## config.mk

```make
export PLATFORM = sky130hd
export DESIGN_NAME = rtc_bus_sequencer
export DESIGN_NICKNAME = d
export VERILOG_FILES = /design/src/rtl/rtc_bus_sequencer.sv
export SDC_FILE = /design/constraint.sdc
export NUM_CORES = 1
export LEC_CHECK = 0
export CORE_MARGIN = 1
export CORE_UTILIZATION = 54
export CTS_CLUSTER_SIZE = 24
export DETAILED_ROUTE_END_ITERATION = 16
export GPL_ROUTABILITY_DRIVEN = 0
export MAX_ROUTING_LAYER = met4
export PLACE_DENSITY = 0.8
export SYNTH_ARGS = -nofsm -noshare
export SYNTH_HDL_FRONTEND = slang
export SYNTH_SLANG_ARGS = --single-unit
```

## constraint.sdc

```tcl
create_clock -name clk -period 3 [get_ports clk]
set_input_delay 0.6 -clock clk [delete_from_list [all_inputs] [get_ports clk]]
set_output_delay 0.6 -clock clk [all_outputs]
set_load 0.005 [all_outputs]
```

## src/rtl/rtc_bus_sequencer.sv

```systemverilog
// Bus-cycle timing engine for the multiplexed-bus RTC: one start edge yields an address phase then a data phase.
// Optional read-data capture register is enabled by defining RTC_SEQ_DATA_LATCH_EN.
module rtc_bus_sequencer #(
    parameter int T_SETUP = 2,
    parameter int T_PW    = 10,
    parameter int T_HOLD  = 2,
    parameter int T_GAP   = 8,
    parameter int CNT_W   = 5
) (
    input  logic       clk,
    input  logic       rst,
`ifdef RTC_SEQ_DATA_LATCH_EN
    input  logic [7:0] bus_in,
    output logic [7:0] rd_data,
`endif
    input  logic       start,
    input  logic       wr_nrd,
    output logic       AD,
    output logic       CS,
    output logic       RD,
    output logic       WR,
    output logic       addr_drive,
    output logic       data_drive,
    output logic       fetch,
    output logic       done,
    output logic       busy
);

    typedef enum logic [3:0] {
        IDLE, A_SU, A_PW, A_HD, GAP, D_SU, D_PW, D_HD, DONE
    } state_t;

    state_t             state, nxt_state;
    logic [CNT_W-1:0]   cnt, nxt_cnt;
    logic               start_q, op_wr, nxt_op, accept;
    logic               n_ad, n_cs, n_rd, n_wr, n_addr, n_data, n_fetch, n_done, n_busy;

    function automatic state_t succ(input state_t s);
        case (s)
            IDLE:    return A_SU;
            A_SU:    return A_PW;
            A_PW:    return A_HD;
            A_HD:    return GAP;
            GAP:     return D_SU;
            D_SU:    return D_PW;
            D_PW:    return D_HD;
            D_HD:    return DONE;
            default: return IDLE;
        endcase
    endfunction

    function automatic int dur(input state_t s);
        case (s)
            A_SU, D_SU: return T_SETUP;
            A_PW, D_PW: return T_PW;
            A_HD, D_HD: return T_HOLD;
            GAP:        return T_GAP;
            default:    return 1;
        endcase
    endfunction

    // At most three zero-length states can sit back to back (A_HD, GAP, D_SU).
    function automatic state_t advance(input state_t s);
        state_t n;
        n = succ(s);
        for (int i = 0; i < 3; i++) begin
            if (dur(n) == 0) n = succ(n);
        end
        return n;
    endfunction

    always_comb begin
        accept    = (state == IDLE) && start && !start_q;
        nxt_op    = accept ? wr_nrd : op_wr;
        nxt_state = state;
        nxt_cnt   = '0;
        case (state)
            IDLE: if (accept) nxt_state = advance(IDLE);
            DONE: nxt_state = IDLE;
            default: begin
                if (int'(cnt) >= dur(state) - 1) nxt_state = advance(state);
                else                              nxt_cnt   = cnt + CNT_W'(1);
            end
        endcase

        n_ad   = 1'b1;
        n_cs   = 1'b1;
        n_rd   = 1'b1;
        n_wr   = 1'b1;
        n_addr = 1'b0;
        n_data = 1'b0;
        n_done = 1'b0;
        n_busy = (nxt_state != IDLE);
        case (nxt_state)
            A_SU, A_HD: begin
                n_ad   = 1'b0;
                n_cs   = 1'b0;
                n_addr = 1'b1;
            end
            A_PW: begin
                n_ad   = 1'b0;
                n_cs   = 1'b0;
                n_wr   = 1'b0;
                n_addr = 1'b1;
            end
            D_SU, D_HD: begin
                n_cs   = 1'b0;
                n_data = nxt_op;
            end
            D_PW: begin
                n_cs   = 1'b0;
                n_wr   = !nxt_op;
                n_rd   = nxt_op;
                n_data = nxt_op;
            end
            DONE:    n_done = 1'b1;
            default: ;
        endcase
        // Strobe the capture on the final pulse cycle so the bus is still being driven by the RTC.
        n_fetch = (nxt_state == D_PW) && !nxt_op && (int'(nxt_cnt) == T_PW - 1);
    end

    // Tracking start during reset means a start held high across release is not seen as an edge.
    always_ff @(posedge clk) begin
        start_q <= start;
        if (!rst) begin
            state      <= IDLE;
            cnt        <= '0;
            op_wr      <= 1'b0;
            AD         <= 1'b1;
            CS         <= 1'b1;
            RD         <= 1'b1;
            WR         <= 1'b1;
            addr_drive <= 1'b0;
            data_drive <= 1'b0;
            fetch      <= 1'b0;
            done       <= 1'b0;
            busy       <= 1'b0;
`ifdef RTC_SEQ_DATA_LATCH_EN
            rd_data    <= 8'h00;
`endif
        end else begin
            state      <= nxt_state;
            cnt        <= nxt_cnt;
            op_wr      <= nxt_op;
            AD         <= n_ad;
            CS         <= n_cs;
            RD         <= n_rd;
            WR         <= n_wr;
            addr_drive <= n_addr;
            data_drive <= n_data;
            fetch      <= n_fetch;
            done       <= n_done;
            busy       <= n_busy;
`ifdef RTC_SEQ_DATA_LATCH_EN
            if (fetch) rd_data <= bus_in;
`endif
        end
    end

endmodule
```

==> run metrics, run 1 <==
H-tree levels=1; initial detailed-routing violation count=28; status=finished clean; Slew Limit Headroom=0.691; RSZ-0062 raised after global routing=no; syn_area_per_cell=8.99 µm²; worst slack at placement=around 0.23 ns; synth top area cells=dfxtp_1, ha_1, nor2_1, nor3_1, o21ai_0; Synth Net Count=145; first-pass GRT wire length=between 4000 and 5000 µm; Tcrit/Tclk final=0.920; post-route minimum period=2.76 ns; n_diodes=0; PD cells=466 nW/µm²; asr flop ratio synth=0; CP Data Arrival Time=approximately 2.9 ns; Cell Area, Synth=1190 µm²; placed instance area=1370 µm²; final worst setup slack=0.241 ns; Antenna Nets Post-Route=0; Yosys top cell area share=0.405; I/O Pins=13; final hold violations=0; largest net degree at the start of global routing=15; grt ovf=0; post-CTS resize count=0; final wirelength=2380 µm; register area share after synthesis=0.405; worst path cell trace=nor2_1, o21ai_0, ha_1, ha_1, a21oi_1, a21oi_1, o21ai_2, nand2_1, a31oi_1, o2111ai_1; vias after detailed routing=1,027; Max Clk Rate=about 0.36 GHz; # DRC=0; crit path max fanout=10; max cap viols=0; initial antenna violation count=0; share of cells above drive strength 1=0.106; total clock sinks=24; Max VDD drop=between 0.5 and 0.6 mV; Setup TNS=0 ns; Setup CP Type=reg -> reg; crit path launch=state[0]; register bit total from synthesis=24; Area growth syn-to-layout=19.8%; R2R Path End=WR; Crit path buffers/inverters=0; Final Max Tran Viols=0; port bufs=12; Worst path top cell family by delay=compound AO/OA/AOI/OAI gates; EDFF count, synth=0; vias in the first global route=917; Starting Density=0.587; Leak=around 0.6 nW; Skew-Pair Late Insertion Delay=0.31 ns; count leader, synth=dfxtp_1; Ys Warns=0; final non-filler cell area=1420 µm²; hpwl dp=1830 µm; Clock Pin Slew Worst Setup and Hold Paths=approximately 0.12 ns; # setup viols final=0; Synth cell types=37; worst r2r path cells=10; # Post-CTS Setup Buffers=0; drt wl/cell=between 10 and 15 µm; CP max-delay cell=dfxtp_1; clock root buffer=clkbuf_4; CP endpoint kind=flop; dominant synthesized flop cell=dfxtp_1; Worst setup SP type=flop; top post-synthesis cells by count=dfxtp_1, nor2_1, ha_1, nand2_1; Syn Inst Count=132; worst hold path type=reg -> reg; # fillers=about 160; core area=2020 µm²; Critical Path End=WR; Yosys top cell by area=dfxtp_1; DIE AREA=2390 µm²; clock skew=0.00102 ns; Hold-fix buffers, CTS=0; Die Y=48.9 µm; Fin Hold WS=a little over 0.5 ns; R2R Path Start=state[0]; reg-to-reg setup timing slack=between 0.2 and 0.25 ns; DR pass1 iterations=4; Slew @ Worst Pin=0.460 ns; max incr delay on CP=0.37 ns; Final #Nets=~170; GRT Total Usage=0.233; vias per cell=approximately 5.8; Req. time, crit path=3.17 ns; die width=48.9 µm; FP Rows=16; CTS tree=yes; Inserted Clock Buffers=3; Crit path depth=10; Max clock buf depth=2
worst reg2reg max path: stages (launching register included):
cell and delay (ns):
dfxtp_1 0.37, nor2_1 0.17, o21ai_0 0.14, ha_1 0.31
ha_1 0.29, a21oi_1 0.14, a21oi_1 0.08, o21ai_2 0.30
nand2_1 0.30, a31oi_1 0.36, o2111ai_1 0.17
metal layers:
layer | wire length [µm] | vias to the layer above | track usage | share of wire
met4 | 47 | 0 | 0.0784 | 0.020
met5 | 0 | - | - | 0
met1 | 1060 | 466 | 0.310 | 0.44
met3 | 189 | 6 | 0.0685 | 0.079
li1 | - | 511 | - | -
met2 | 1080 | 44 | 0.338 | 0.46
cell families after synthesis:
group | count (synthesis) | synth area share
buffers and inverters | 9 | 0.0295
flip-flops | 24 | 0.405
XOR/XNOR | 3 | 0.0222
AO/OA/AOI/OAI | 27 | 0.153
AND/OR/NAND/NOR | 57 | 0.270
multiplexers | 3 | 0.0253
adder cells (fa/ha/maj) | 9 | 0.0949
power by group:
group	internal [mW]	leakage, nW	switching [mW]	total [mW]
Clock	0.135	0.0279	0.0909	0.226
Sequential	0.332	0.195	0.00608	0.338
Combinational	0.0471	0.371	0.0521	0.0992
worst min-delay path by stage:
stage	startpoint	endpoint	slack [ns]	depth (start not counted)
2_1_floorplan	flop	state[1]	0.46	2
3_3_place_gp	flop	state[1]	0.49	2
3_5_place_dp	flop	state[1]	0.50	2
4_1_cts	flop	state[1]	0.52	2
5_1_grt	flop	state[1]	0.57	2
6_report	flop	state[1]	0.52	2
area by class of cell:
| cell class | count | area [µm²] | area share |
|---|---|---|---|
| clock buffers | 3 | 22.5 | 0.0158 |
| clock inverters | 1 | 30.0 | 0.0211 |
| inverters | 8 | 30.0 | 0.0211 |
| multi-input cells | 99 | 674 | 0.474 |
| flip-flops and latches | 24 | 480 | 0.338 |
| well taps | 27 | 33.8 | 0.0238 |
| repair buffers | 16 | 150 | 0.106 |
placed cells by master, fill, tap and decap left out, types with 3 or more instances in the layout:
cell | synthesis | layout
o21ai_0 | 7 | 6
and3_1 | 3 | 3
clkbuf_4 | 0 | 3
inv_1 | 8 | 8
a21oi_1 | 5 | 5
nand2_1 | 9 | 9
nor3_1 | 8 | 8
nor2b_1 | 4 | 4
dfxtp_1 | 24 | 24
clkdlybuf4s50_1 | 0 | 12
a31oi_1 | 4 | 4
mux2i_1 | 3 | 3
nor2_1 | 13 | 13
ha_1 | 9 | 9
buf_4 | 0 | 4
nand3b_1 | 3 | 3
nand3_1 | 4 | 4
per-stage QoR:
stage                      util  std cells  total power [mW]
final                     0.703        178             0.663
after global routing      0.703        178             0.701
after CTS                 0.701        178             0.668
after detailed placement  0.675        174             0.442
after global placement    0.675        174             0.441
after floorplan               -        132             0.404
No activity file was read; power rests on OpenSTA's default activity.
==> run 2, diff against run 1 <==
--- a/config.mk
+++ b/config.mk
@@ -9,9 +9,9 @@
 export CORE_UTILIZATION = 54
 export CTS_CLUSTER_SIZE = 24
 export DETAILED_ROUTE_END_ITERATION = 16
-export GPL_ROUTABILITY_DRIVEN = 0
 export MAX_ROUTING_LAYER = met4
 export PLACE_DENSITY = 0.8
+export SLEW_MARGIN = 15
 export SYNTH_ARGS = -nofsm -noshare
 export SYNTH_HDL_FRONTEND = slang
 export SYNTH_SLANG_ARGS = --single-unit
==> run 2 against run 1 <==
Effect of this change:
- utilization grew 0.25 points
- via count grew 0.19%
- die area is the same
- worst hold slack gained 0.022 ns
- critical path depth grew 1
- largest cell class unchanged
- critical path type unchanged
- cell count is the same
- largest power group unchanged
- final area grew 0.35%
- worst setup slack gained 0.045 ns
- register-to-register slack gained 0.04 ns
- clock power grew 2%
==> run metrics, run 2 (same netlist as run 1, synthesis figures left out) <==
Worst Hold Path EP=state[1]; leading cell type in the layout, fill and taps excluded=dfxtp_1; largest net degree at the start of global routing=15 (unchanged); Area growth syn-to-layout=20.3%; CTS tree=yes; grt ovf=0 (unchanged); Clock Pin Slew Worst Setup and Hold Paths=0.13 ns (about the same); Final Max Tran Viols=0 (unchanged); met3 GRT Util=0.0436 (-0.0249); clock skew=0.00219 ns (+0.00117 ns); R2R Path Start=state[0]; worst path cell trace=nor2_1, nand3b_1, inv_1, ha_1, ha_1, a21oi_1, a21oi_1, o21ai_2, nand2_1, a31o_2, and4b_1; n_diodes=0 (unchanged); Die Y=48.9 µm (unchanged); crit path max fanout=10 (unchanged); Antenna Nets Post-Route=0 (unchanged); I/O Pins=13 (unchanged); most frequent cells in the layout=dfxtp_1, nor2_1, clkdlybuf4s50_1, nand2_1, ha_1; share of cells above drive strength 1=0.113 (+0.00662); RSZ-0062 raised after global routing=no; vias after detailed routing=1,029 (+0.19%); GR Util met1=0.319 (+0.00918); die width=48.9 µm (unchanged); final wirelength=2620 µm (+10%); H-tree levels=1 (unchanged); DR pass1 iterations=4 (unchanged); initial detailed-routing violation count=25 (-11%); vias in the first global route=969 (+5.7%); Slew Limit Headroom=0.661 (-0.0299); DIE AREA=2390 µm² (unchanged); Leak=0.595 nW (about the same); Hold Crit Depth=2 (unchanged); # fillers=166 (+5.7%); total clock sinks=24 (unchanged); Hold-fix buffers, CTS=0 (unchanged); Max clock buf depth=2 (unchanged); post-layout util=0.705 (+0.00248); FP Rows=16 (unchanged); max incr delay on CP=0.36 ns (about the same); core area=2020 µm² (unchanged); Req. time, crit path=3.22 ns (+0.05 ns); CP endpoint kind=flop; Max Clk Rate=0.369 GHz (+1.7%); final worst setup slack=0.286 ns (+0.0449 ns); combinational share of power=0.152 (+0.002); Tcrit/Tclk final=0.905 (-0.0150); Max VDD drop=0.281 mV (-46%); hpwl dp=1970 µm (+7.9%); Slew @ Worst Pin=0.505 ns (+0.0445 ns); reg-to-reg setup timing slack=0.29 ns (+0.04 ns); max cap viols=0 (unchanged); gr busiest metal=met2; status=finished clean; register share of total power=0.503 (-0.007); port bufs=12 (unchanged); Starting Density=0.587 (unchanged); drt wl/cell=14.7 µm (+10%); worst hold path type=reg -> reg; routability cong.=0.948; register area=480 µm² (unchanged); Pint=0.514 mW (about the same); Inserted Clock Buffers=3 (unchanged); clock root buffer=clkbuf_4; post-route minimum period=2.71 ns (-0.0449 ns); PD cells=471 nW/µm² (+0.91%); Worst setup SP type=flop; vias per cell=5.78 (+0.19%); R2R Path End=fetch; final hold violations=0 (unchanged); CP max-delay cell=dfxtp_1; Setup TNS=0 ns (unchanged); # DRC=0 (unchanged); worst r2r path cells=11 (+1); Setup CP Type=reg -> reg; Skew-Pair Late Insertion Delay=0.31 ns (about the same); # setup viols final=0 (unchanged); met2 usage=0.377 (+0.0394); Clk pwr share=0.345 (+0.004); worst slack at placement=0.0883 ns (-0.139 ns); initial antenna violation count=0 (unchanged); first-pass GRT wire length=4360 µm (+6.0%); GRT Total Usage=0.245 (+0.0114); area of the multi-input gates=679 µm² (+0.74%); Final #Nets=165 (unchanged); CP Data Arrival Time=2.93 ns (about the same); sw frac=0.234 (+0.00923); Sw Pwr=0.157 mW (+5.4%)
[run 2: cell types whose count changed in the layout (fill, tap and decap cells not counted)]
cell / change
o31ai_2: +1
o31ai_1: -1
[run 2: repair_timing]
action                     in CTS  in global routing
setup endpoints to repair       0                 10
resized for setup               0                  3
setup buffers                   0                  0
hold endpoints to repair        0                  0
[run 2: worst max path at each step]
stage,startpoint,to,cells past startpoint
floorplan,state[3],fetch,11
finish,state[0],fetch,11
detailed placement,state[0],AD,11
global route,state[0],AD,11
global placement,state[0],flop,10
CTS,state[0],AD,11
[run 2: layout make-up]
cell class / instances / area share
clock inverter: 1 / 0.0211
timing repair buffer: 16 / 0.105
inverter: 8 / 0.0211
sequential: 24 / 0.337
tap: 27 / 0.0237
clock buffer: 3 / 0.0158
multi-input combinational: 99 / 0.476
[run 2: metal layers]
| metal | wire length [µm] | up-vias |
|---|---|---|
| li1 | - | 513 |
| met5 | 0 | - |
| met3 | 144 | 8 |
| met1 | 1220 | 459 |
| met2 | 1200 | 49 |
| met4 | 53 | 0 |
[run 2: power by group through the flow]
stage	registers, mW	clock network, mW	logic, mW
2_1_floorplan	0.345	0	0.0586
3_3_place_gp	0.344	0	0.0971
3_5_place_dp	0.345	0	0.0987
4_1_cts	0.338	0.234	0.0991
5_1_grt	0.339	0.250	0.112
6_report	0.338	0.231	0.102
[run 2: worst max-delay path: cells and delay by family, from the launching register on]
family          cells  cell delay, ns
simple gates        4            0.78
compound gates      4            0.87
buf+inv             1            0.08
flops               1            0.36
fa+ha+maj           2            0.53
[run 2: through the flow]
stage / power, mW / area, µm² / hold slack (ns) / std cells
after floorplan: 0.404 / 1190 / 0.460 / 132
after CTS: 0.671 / 1420 / 0.541 / 178
after global routing: 0.701 / 1430 / 0.604 / 178
after detailed placement: 0.443 / 1370 / 0.520 / 174
final: 0.671 / 1430 / 0.541 / 178
after global placement: 0.442 / 1370 / 0.509 / 174
==> run 3, diff against run 2 <==
--- a/config.mk
+++ b/config.mk
@@ -5,7 +5,7 @@
 export SDC_FILE = /design/constraint.sdc
 export NUM_CORES = 1
 export LEC_CHECK = 0
-export CORE_MARGIN = 1
+export CORE_MARGIN = 5
 export CORE_UTILIZATION = 54
 export CTS_CLUSTER_SIZE = 24
 export DETAILED_ROUTE_END_ITERATION = 16
==> run 3 against run 2 <==
Effect of this change:
- utilization fell by 3.7 points
- first-iteration DRC count up 20%
- sequential share of layout area fell by 0.21 points
- largest cell class unchanged
- via count grew 0.58%
- total power up 0.16%
- global-route usage is 5.8 points lower
==> run metrics, run 3 (same netlist as run 1, synthesis figures left out) <==
n_diodes=0 (unchanged); CTS tree=yes; Crit path buffers/inverters=2 (+1); Area growth syn-to-layout=21.0%; DR pass1 iterations=4 (unchanged); share of cells above drive strength 1=0.126 (+0.0132); clock skew=0.00303 ns (+0.000834 ns); Final #Nets=165 (unchanged); die width=56.9 µm (+16%); worst path cell trace=nor2_1, nand3b_1, inv_1, ha_1, ha_1, a21oi_1, a21oi_2, o21ai_2, a31oi_2, nor2b_2, nor2_1, ha_1, inv_1, mux2i_1; combinational share of power=0.154 (+0.002); port bufs=12 (unchanged); crit path launch=state[0]; largest net degree at the start of global routing=15 (unchanged); final non-filler cell area=1440 µm² (+0.61%); CP dominant cell by count=ha_1; initial detailed-routing violation count=30 (+20%); max incr delay on CP=0.38 ns (+0.02 ns); area of the multi-input gates=687 µm² (+1.1%); initial antenna violation count=0 (unchanged); worst r2r path cells=14 (+3); Leak=0.597 nW (+0.42%); # fillers=185 (+11%); Die Y=56.9 µm (+16%); clock root buffer=clkbuf_4; worst hold path type=reg -> reg; reg-to-reg setup timing slack=0.20 ns (-0.09 ns); crit path max fanout=7 (-3); register share of total power=0.503 (about the same); Clock Pin Slew Worst Setup and Hold Paths=0.13 ns (about the same); hpwl dp=2130 µm (+7.9%); Inserted Clock Buffers=3 (unchanged); Starting Density=0.552 (-0.0345); CP max-delay cell=dfxtp_1; vias per cell=5.78 (about the same); sw frac=0.236 (+0.00186); register area=480 µm² (unchanged); CP Data Arrival Time=3.06 ns (+0.13 ns); # DRC=0 (unchanged); H-tree levels=1 (unchanged); post-route minimum period=2.80 ns (+0.0903 ns); post-layout util=0.668 (-0.0374); first-pass GRT wire length=4570 µm (+4.7%); vias after detailed routing=1,035 (+0.58%); placed instance area=1370 µm² (about the same); max cap viols=0 (unchanged); Max clock buf depth=2 (unchanged); Pint=0.514 mW (about the same); core area=2150 µm² (+6.2%); leading cell type in the layout, fill and taps excluded=dfxtp_1; Tcrit/Tclk final=0.935 (+0.0301); Max VDD drop=0.349 mV (+24%); Worst path top cell family by delay=compound AO/OA/AOI/OAI gates; most frequent cells in the layout=dfxtp_1, nor2_1, clkdlybuf4s50_1, nand2_1, ha_1; FP Rows=17 (+1); GRT Total Usage=0.186 (-0.0584); RSZ-0062 raised after global routing=no; Skew-Pair Late Insertion Delay=0.32 ns (about the same); Final Non-Filler Cells=179 (+0.56%); CP endpoint kind=flop; final worst setup slack=0.196 ns (-0.0903 ns); PD cells=469 nW/µm² (-0.45%); routability cong.=0.977 (+3.1%); Setup CP Type=reg -> reg; grt ovf=0 (unchanged); drt wl/cell=15.4 µm (+4.7%); status=finished clean; final hold violations=0 (unchanged); Max Clk Rate=0.357 GHz (-3.2%); Setup TNS=0 ns (unchanged); # Post-CTS Setup Buffers=0 (unchanged); worst slack at placement=0.0858 ns (-0.00252 ns); Antenna Nets Post-Route=0 (unchanged); vias in the first global route=1,049 (+8.3%); Clk pwr share=0.343 (-0.002); Slew Limit Headroom=0.647 (-0.0147); DIE AREA=3230 µm² (+35%); I/O Pins=13 (unchanged); total clock sinks=24 (unchanged); number of instances in the placed design=175 (+0.57%); Final Max Tran Viols=0 (unchanged); final wirelength=2760 µm (+5.3%); R2R Path Start=state[0]; Worst setup SP type=flop; Req. time, crit path=3.26 ns (+0.04 ns); Sw Pwr=0.159 mW (+0.96%); Slew @ Worst Pin=0.528 ns (+0.0235 ns); # setup viols final=0 (unchanged); Crit path depth=14 (+3)
-- run 3: cell counts in the layout (fill, tap and decap cells not counted) --
No cell type changed its count.
-- run 3: how the worst min path moves through the flow --
stage,start,to,slack [ns],cells past startpoint
after floorplan,flop,state[1],0.46,2
after global placement,flop,state[1],0.48,2
after detailed placement,flop,state[1],0.48,2
after CTS,flop,state[1],0.50,2
after global routing,flop,state[1],0.56,2
final,flop,state[1],0.51,2
-- run 3: final cells by class --
| cell class | instances | area share |
|---|---|---|
| repair buffers | 16 | 0.105 |
| clock buffers | 3 | 0.0157 |
| well taps | 28 | 0.0244 |
| inverters | 8 | 0.0209 |
| multi-input cells | 99 | 0.479 |
| clock inverters | 1 | 0.0209 |
| flip-flops and latches | 24 | 0.335 |
-- run 3: repair_timing --
action	4_1_cts	5_1_grt
endpoints found under the setup margin	0	8
resized for setup	0	5
hold buffers	0	0
-- run 3: power by group through the flow --
stage | sequential (mW) | clock [mW] | combinational, mW
3_3_place_gp | 0.345 | 0 | 0.0956
3_5_place_dp | 0.345 | 0 | 0.0984
5_1_grt | 0.340 | 0.248 | 0.113
6_report | 0.338 | 0.231 | 0.103
2_1_floorplan | 0.345 | 0 | 0.0586
4_1_cts | 0.338 | 0.237 | 0.0992
-- run 3: worst reg2reg max path, delay by kind of cell (launching register included) --
family	cells	cell delay [ns]
compound gates	4	0.76
fa+ha+maj	3	0.70
buf+inv	2	0.13
flops	1	0.38
mux	1	0.11
simple gates	4	0.69
-- run 3: through the flow --
stage                     hold WS [ns]  power [mW]
after floorplan                  0.460       0.404
after global placement           0.483       0.440
after detailed placement         0.479       0.444
after CTS                        0.497       0.674
after global routing             0.563       0.701
final                            0.509       0.672
-- run 3: routing by layer --
layer  global-route usage  share of wire  vias up
met3               0.0276          0.042        7
li1                     -              -      514
met1                0.203           0.41      488
met4               0.0960          0.018        0
met2                0.325           0.53       26
met5                    -              0        -
